`config.mk`:
```
export PLATFORM = sky130hd
export DESIGN_NAME = alu_muldiv_seq
export DESIGN_NICKNAME = d
export VERILOG_FILES = /design/src/rtl/alu_muldiv_seq.sv
export SDC_FILE = /design/constraint.sdc
export NUM_CORES = 1
export LEC_CHECK = 0
export BUFFER_PORTS_ARGS = -buffer_cell sky130_fd_sc_hd__buf_2
export CORE_MARGIN = 3
export CORE_UTILIZATION = 49
export CTS_CLUSTER_DIAMETER = 50
export DETAILED_ROUTE_END_ITERATION = 8
export HOLD_SLACK_MARGIN = 0.03
export MAX_ROUTING_LAYER = met4
export PLACE_DENSITY_LB_ADDON = 0.08
export SLEW_MARGIN = 15
export SYNTH_ARGS = -nofsm -noshare
export SYNTH_HDL_FRONTEND = slang
export SYNTH_SLANG_ARGS = --single-unit
```
`constraint.sdc`:
```
create_clock -name clk -period 1.7 [get_ports clk]
set_input_delay 0.34 -clock clk [delete_from_list [all_inputs] [get_ports clk]]
set_output_delay 0.34 -clock clk [all_outputs]
set_load 0.005 [all_outputs]
```
`src/rtl/alu_muldiv_seq.sv`:
```
// ---------------------------------------------------------------------------
// alu_muldiv_seq
//   Multi-cycle MUL / DIVU / REMU sequencer that borrows the core's shared
//   32-bit ALU. There is no multiplier or divider array. Every add, subtract
//   and compare goes through the ALU, driven via the datapath operand mux
//   while alu_own is high.
//
//   MUL  : shift-add, 32 ADD steps, done in cycle 33 (low 32 bits only).
//   DIVU : restoring division, 32 x (SLTU compare, SUB) = 64 cycles,
//          done in cycle 65.
//   REMU : same as DIVU, returns the remainder.
//   Divide-by-zero and the reserved op finish in cycle 1 without using the
//   ALU.
//
// Ports
//   clk        in   rising-edge clock
//   reset      in   synchronous, active-high reset
//   start      in   request pulse, sampled only in IDLE
//   op[1:0]    in   00 MUL, 01 DIVU, 10 REMU, 11 reserved
//   opa, opb   in   operands, latched with start
//   busy       out  high in every state except IDLE
//   done       out  one-cycle completion pulse
//   result     out  final value, held until the next accepted start
//   alu_own    out  datapath selects alu_ctrl/alu_a/alu_b when high
//   alu_ctrl   out  ALU control code
//   alu_a      out  ALU SrcA
//   alu_b      out  ALU SrcB
//   alu_result in   combinational ALU result for the current operands
// ---------------------------------------------------------------------------
module alu_muldiv_seq #(
   parameter int         WIDTH    = 32,
   parameter logic [4:0] ALU_ADD  = 5'b00000,
   parameter logic [4:0] ALU_SUB  = 5'b00001,
   parameter logic [4:0] ALU_SLTU = 5'b01000
) (
   input  logic             clk,
   input  logic             reset,
   input  logic             start,
   input  logic [1:0]       op,
   input  logic [WIDTH-1:0] opa,
   input  logic [WIDTH-1:0] opb,
   output logic             busy,
   output logic             done,
   output logic [WIDTH-1:0] result,
   output logic             alu_own,
   output logic [4:0]       alu_ctrl,
   output logic [WIDTH-1:0] alu_a,
   output logic [WIDTH-1:0] alu_b,
   input  logic [WIDTH-1:0] alu_result
);

   localparam logic [1:0] OP_MUL  = 2'b00;
   localparam logic [1:0] OP_DIVU = 2'b01;
   localparam logic [1:0] OP_REMU = 2'b10;
   localparam logic [5:0] LAST    = 6'(WIDTH - 1);

   typedef enum logic [2:0] {
      S_IDLE,
      S_MUL_STEP,
      S_DIV_CMP,
      S_DIV_SUB,
      S_DONE
   } state_t;

   state_t           state_q, state_d;
   logic [1:0]       op_q, op_d;
   logic [5:0]       cnt_q, cnt_d;
   logic [WIDTH-1:0] acc_q, acc_d;
   logic [WIDTH-1:0] mcand_q, mcand_d;
   logic [WIDTH-1:0] mplier_q, mplier_d;
   logic [WIDTH-1:0] rem_q, rem_d;
   logic [WIDTH-1:0] quo_q, quo_d;
   logic [WIDTH-1:0] dvsr_q, dvsr_d;
   logic             take_q, take_d;
   logic [WIDTH-1:0] result_q, result_d;

   // Partial remainder shifted left by one with the next dividend bit
   // brought in from the top of quo. The bit shifted out of rem (msb) means
   // the true value is >= 2^32, so it always exceeds the divisor.
   logic [WIDTH-1:0] r_shift;
   logic             r_msb;
   assign r_shift = {rem_q[WIDTH-2:0], quo_q[WIDTH-1]};
   assign r_msb   = rem_q[WIDTH-1];

   // Next-iteration values, used for both the register update and the
   // final result on the last step.
   logic [WIDTH-1:0] acc_nx, rem_nx, quo_nx;
   assign acc_nx = mplier_q[0] ? alu_result : acc_q;
   // With take set, r_shift >= divisor (counting the lost msb), so the
   // mod-2^32 difference from the ALU is the exact remainder.
   assign rem_nx = take_q ? alu_result : r_shift;
   assign quo_nx = {quo_q[WIDTH-2:0], take_q};

   always_comb begin
      state_d  = state_q;
      op_d     = op_q;
      cnt_d    = cnt_q;
      acc_d    = acc_q;
      mcand_d  = mcand_q;
      mplier_d = mplier_q;
      rem_d    = rem_q;
      quo_d    = quo_q;
      dvsr_d   = dvsr_q;
      take_d   = take_q;
      result_d = result_q;
      busy     = (state_q != S_IDLE);
      done     = 1'b0;
      alu_own  = 1'b0;
      alu_ctrl = '0;
      alu_a    = '0;
      alu_b    = '0;

      case (state_q)
         S_IDLE: begin
            if (start) begin
               op_d     = op;
               cnt_d    = '0;
               acc_d    = '0;
               mcand_d  = opa;
               mplier_d = opb;
               rem_d    = '0;
               quo_d    = opa;
               dvsr_d   = opb;
               take_d   = 1'b0;
               case (op)
                  OP_MUL: state_d = S_MUL_STEP;
                  OP_DIVU: begin
                     if (opb != '0) begin
                        state_d = S_DIV_CMP;
                     end else begin
                        state_d  = S_DONE;
                        result_d = '1;
                     end
                  end
                  OP_REMU: begin
                     if (opb != '0) begin
                        state_d = S_DIV_CMP;
                     end else begin
                        state_d  = S_DONE;
                        result_d = opa;
                     end
                  end
                  default: begin
                     state_d  = S_DONE;
                     result_d = '0;
                  end
               endcase
            end
         end

         S_MUL_STEP: begin
            alu_own  = 1'b1;
            alu_ctrl = ALU_ADD;
            alu_a    = acc_q;
            alu_b    = mcand_q;
            acc_d    = acc_nx;
            mcand_d  = mcand_q << 1;
            mplier_d = mplier_q >> 1;
            cnt_d    = cnt_q + 6'd1;
            if (cnt_q == LAST) begin
               state_d  = S_DONE;
               result_d = acc_nx;
            end
         end

         S_DIV_CMP: begin
            alu_own  = 1'b1;
            alu_ctrl = ALU_SLTU;
            alu_a    = r_shift;
            alu_b    = dvsr_q;
            take_d   = r_msb | ~alu_result[0];
            state_d  = S_DIV_SUB;
         end

         S_DIV_SUB: begin
            alu_own  = 1'b1;
            alu_ctrl = ALU_SUB;
            alu_a    = r_shift;
            alu_b    = dvsr_q;
            rem_d    = rem_nx;
            quo_d    = quo_nx;
            cnt_d    = cnt_q + 6'd1;
            if (cnt_q == LAST) begin
               state_d  = S_DONE;
               result_d = (op_q == OP_REMU) ? rem_nx : quo_nx;
            end else begin
               state_d = S_DIV_CMP;
            end
         end

         S_DONE: begin
            done    = 1'b1;
            state_d = S_IDLE;
         end

         default: state_d = S_IDLE;
      endcase
   end

   always_ff @(posedge clk) begin
      if (reset) begin
         state_q  <= S_IDLE;
         op_q     <= '0;
         cnt_q    <= '0;
         acc_q    <= '0;
         mcand_q  <= '0;
         mplier_q <= '0;
         rem_q    <= '0;
         quo_q    <= '0;
         dvsr_q   <= '0;
         take_q   <= 1'b0;
         result_q <= '0;
      end else begin
         state_q  <= state_d;
         op_q     <= op_d;
         cnt_q    <= cnt_d;
         acc_q    <= acc_d;
         mcand_q  <= mcand_d;
         mplier_q <= mplier_d;
         rem_q    <= rem_d;
         quo_q    <= quo_d;
         dvsr_q   <= dvsr_d;
         take_q   <= take_d;
         result_q <= result_d;
      end
   end

   assign result = result_q;

endmodule

```
==> reports/metrics.yaml <==
outcome:
  outcome: "finished, violations left"
  violations: "setup timing"
worst_setup_path:
  worst-setup-path-type: "reg2out"
  path_max_fanout: 10
  r2r_start: "state_q[1]"
  reg2reg_to: "acc_q[6]"
  cp-startpoint: "state_q[1]"
  endpoint_kind: "primary output"
  cp.required_ns: 1.36
  r2r_cells: 15
  crit_arrival_ns: 1.98
  critPathLaunchType: "flip-flop"
  r2r_setup_slack_ns: -0.58
global_route:
  grt_pass1_vias: 11450
  antenna_found_initial: 1
  track_usage_pct: 32.94
  overflow: 0
  grt_pass1_wl_um: 63230
  grt_max_degree: 165
timing:
  slew_viol_final: 0
  fmax_mhz: 430.5
  fin_hold_ws_ns: 0.06738
  hold_viol: 0
  setup_viol: 302
  fin_setup_tns_ns: -99.42
  finClkSkew_ns: 0.01448
  setup_ws_ns: -0.6227
  period_minus_slack_ns: 2.323
  fin_crit_sh_pct: 136.6
  slew_headroom_pct: 48.31
  rsz0062_at_grt: "yes"
  tightestPinTransition_ns: 0.7754
synthesis:
  ys_types: 40
  yosysTopAreaCell: "dfxtp_1"
  yosys-top-cells-count: "dfxtp_1, nand2_1, nor2_1"
  ys_seq_elements: 236
  synthTopCellsByArea: "dfxtp_1, a22o_1, mux2i_1"
  synth_area_um2: 11110
  synth_edf_count: 0
  ys.flop_type: "dfxtp_1"
  syn_inst: 1329
  synth-seq-area-share_pct: 42.53
  async_reset_ff_share_pct: 0
  netlist.area_leader.share_pct: 42.53
  synthMostInstantiatedCell: "dfxtp_1"
  avgSynthCellArea_um2: 8.359
  ys_warn_count: 0
clock_tree:
  cts_buffer_depth: 3
  clock_sinks: 236
  cts_root_buf: "clkbuf_16"
  cts_tree: "yes"
  numCtsBuffers: 29
  htreeDepth: 1
  clk_latency_ns: 0.56
  clkTransAtPathRegs_ns: 0.07
worst_hold_path:
  hold_start: "alu_result[25]"
  hold_depth: 3
  worst_hold_path.endpoint: "acc_q[25]"
  hold_path_class: "in2reg"
power_and_ir_drop:
  power_density_nw_per_um2: 1061
  p_leak_nw: 6.660
  ir_drop_mv: 0.7644
  power_mw: 17.50
die:
  dieWidth_um: 156.6
  io_pins: 205
  die_h_um: 156.6
  start_util_pct: 50.44
  num_rows: 54
  dieArea_um2: 24520
  core_um2: 22030
detailed_routing:
  postRouteAntennaNets: 0
  num_vias: 12210
  drcViolationCount: 0
  wl_per_cell_um: 22.94
  drt-total-wl_um: 44390
  via_per_inst: 6.309
  drt_iter0_markers: 1165
  drt_pass1_iterations: 5
placement:
  gp_congestion: 0.8584
  dp_cells: 1772
  numPortBuffers: 201
  dpl.hpwl_um: 23610
  post-place-ws_ns: -0.5977
finish:
  drive_gt1_share_pct: 36.70
  instances_no_fill: 1935
  syn_to_final_growth_pct: 48.53
  finalNetCount: 1737
job:
  cap_viol_max_count: 0
[what timing repair did]
item	in CTS	in global routing
endpoints found under the setup margin	229	298
pin swaps	82	77
gates resized for setup	134	127
hold buffers	1	0
setup buffers	38	40
cloned	23	12
hold endpoints to repair	1	0
[how the worst max path moves through the flow]
stage                     slack, ns         end  cells past startpoint
after floorplan                0.04    alu_a[0]                      5
after global placement        -0.57  result[22]                      7
after detailed placement      -0.60  result[22]                      7
after CTS                     -0.59    alu_a[1]                      7
after global routing          -0.68   alu_a[17]                      8
final                         -0.62    alu_a[0]                      7
[state kept, by name, indices dropped and copies added, names as in the netlist]
register  count
rem_q        32
acc_q        32
state_q       3
result       32
cnt_q         6
take_q        1
dvsr_q       32
mcand_q      32
op_q          2
mplier_q     32
quo_q        32
[logic make-up (layout without fill, tap and decap cells)]
family,Yosys count,after routing,share of synthesized area [%]
AND/OR/NAND/NOR,473,475,18.47
AO/OA/AOI/OAI,402,403,26.17
flip-flops,236,236,42.53
buffers and inverters,144,464,6.138
multiplexers,65,65,5.856
adder cells (fa/ha/maj),5,5,0.5631
XOR/XNOR,3,3,0.2366
other,1,4,0.03376
[power by group]
part           leakage, nW  switching [mW]  internal [mW]
clock                0.480            2.54           3.94
sequential            1.93           0.384           5.94
combinational         4.25            2.37           2.33
[cell type report]
type / instances / area, µm²
multi-input combinational: 954 / 6502
fill: 1577 / 5525
sequential: 236 / 4736
timing repair buffer: 403 / 3879
clock buffer: 40 / 807.0
tap: 280 / 350.3
clock inverter: 14 / 192.7
inverter: 7 / 31.28
antenna: 1 / 2.502
[critical path: stages, from the launching register on]
cell and delay, ns:
dfxtp_2 0.35, buf_12 0.13, nor3b_4 0.19, buf_6 0.18, buf_12 0.12, buf_12 0.13
a22o_1 0.19, buf_2 0.13
[per-stage QoR]
stage	util, %	area [µm²]
finish	74.91	16500
global route	74.91	16500
CTS	70.00	15420
detailed placement	58.52	12890
global placement	58.52	12890
floorplan	-	11120
[metal layers]
metal | wire [µm] | track usage (%) | vias up
met5 | 0 | - | -
met4 | 1582 | 10.50 | 0
met3 | 4064 | 5.503 | 131
met2 | 20580 | 50.13 | 721
met1 | 18160 | 44.89 | 5876
li1 | - | - | 5479
[placed cells by master, fill, tap and decap left out, types with 5 or more instances in the layout]
cell       synthesis  layout
a22oi_1           32      10
nor3_1            70      67
buf_6              7      32
and2_1            33       9
dfxtp_1          236     231
a21oi_1           75      69
ha_1               5       5
a22o_1            96      93
clkbuf_1          67       7
mux2i_1           65      65
nor2_4             0       6
o211ai_1          33      33
nor4_1             8       8
buf_4              8      91
clkbuf_16          0      38
buf_8              0       7
a211oi_2           0      57
nand2_2            2       5
and2_4             0      21
buf_2             47     195
o221ai_1          33      32
a31oi_2            0       5
a21oi_2            0       5
a22oi_2            0      22
a31oi_1           65      60
buf_12             0      47
inv_1              6       6
nand2_1          170     162
buf_16             0      16
nor2_1           167     161
Note: power is estimated with default switching activity, not from simulation.
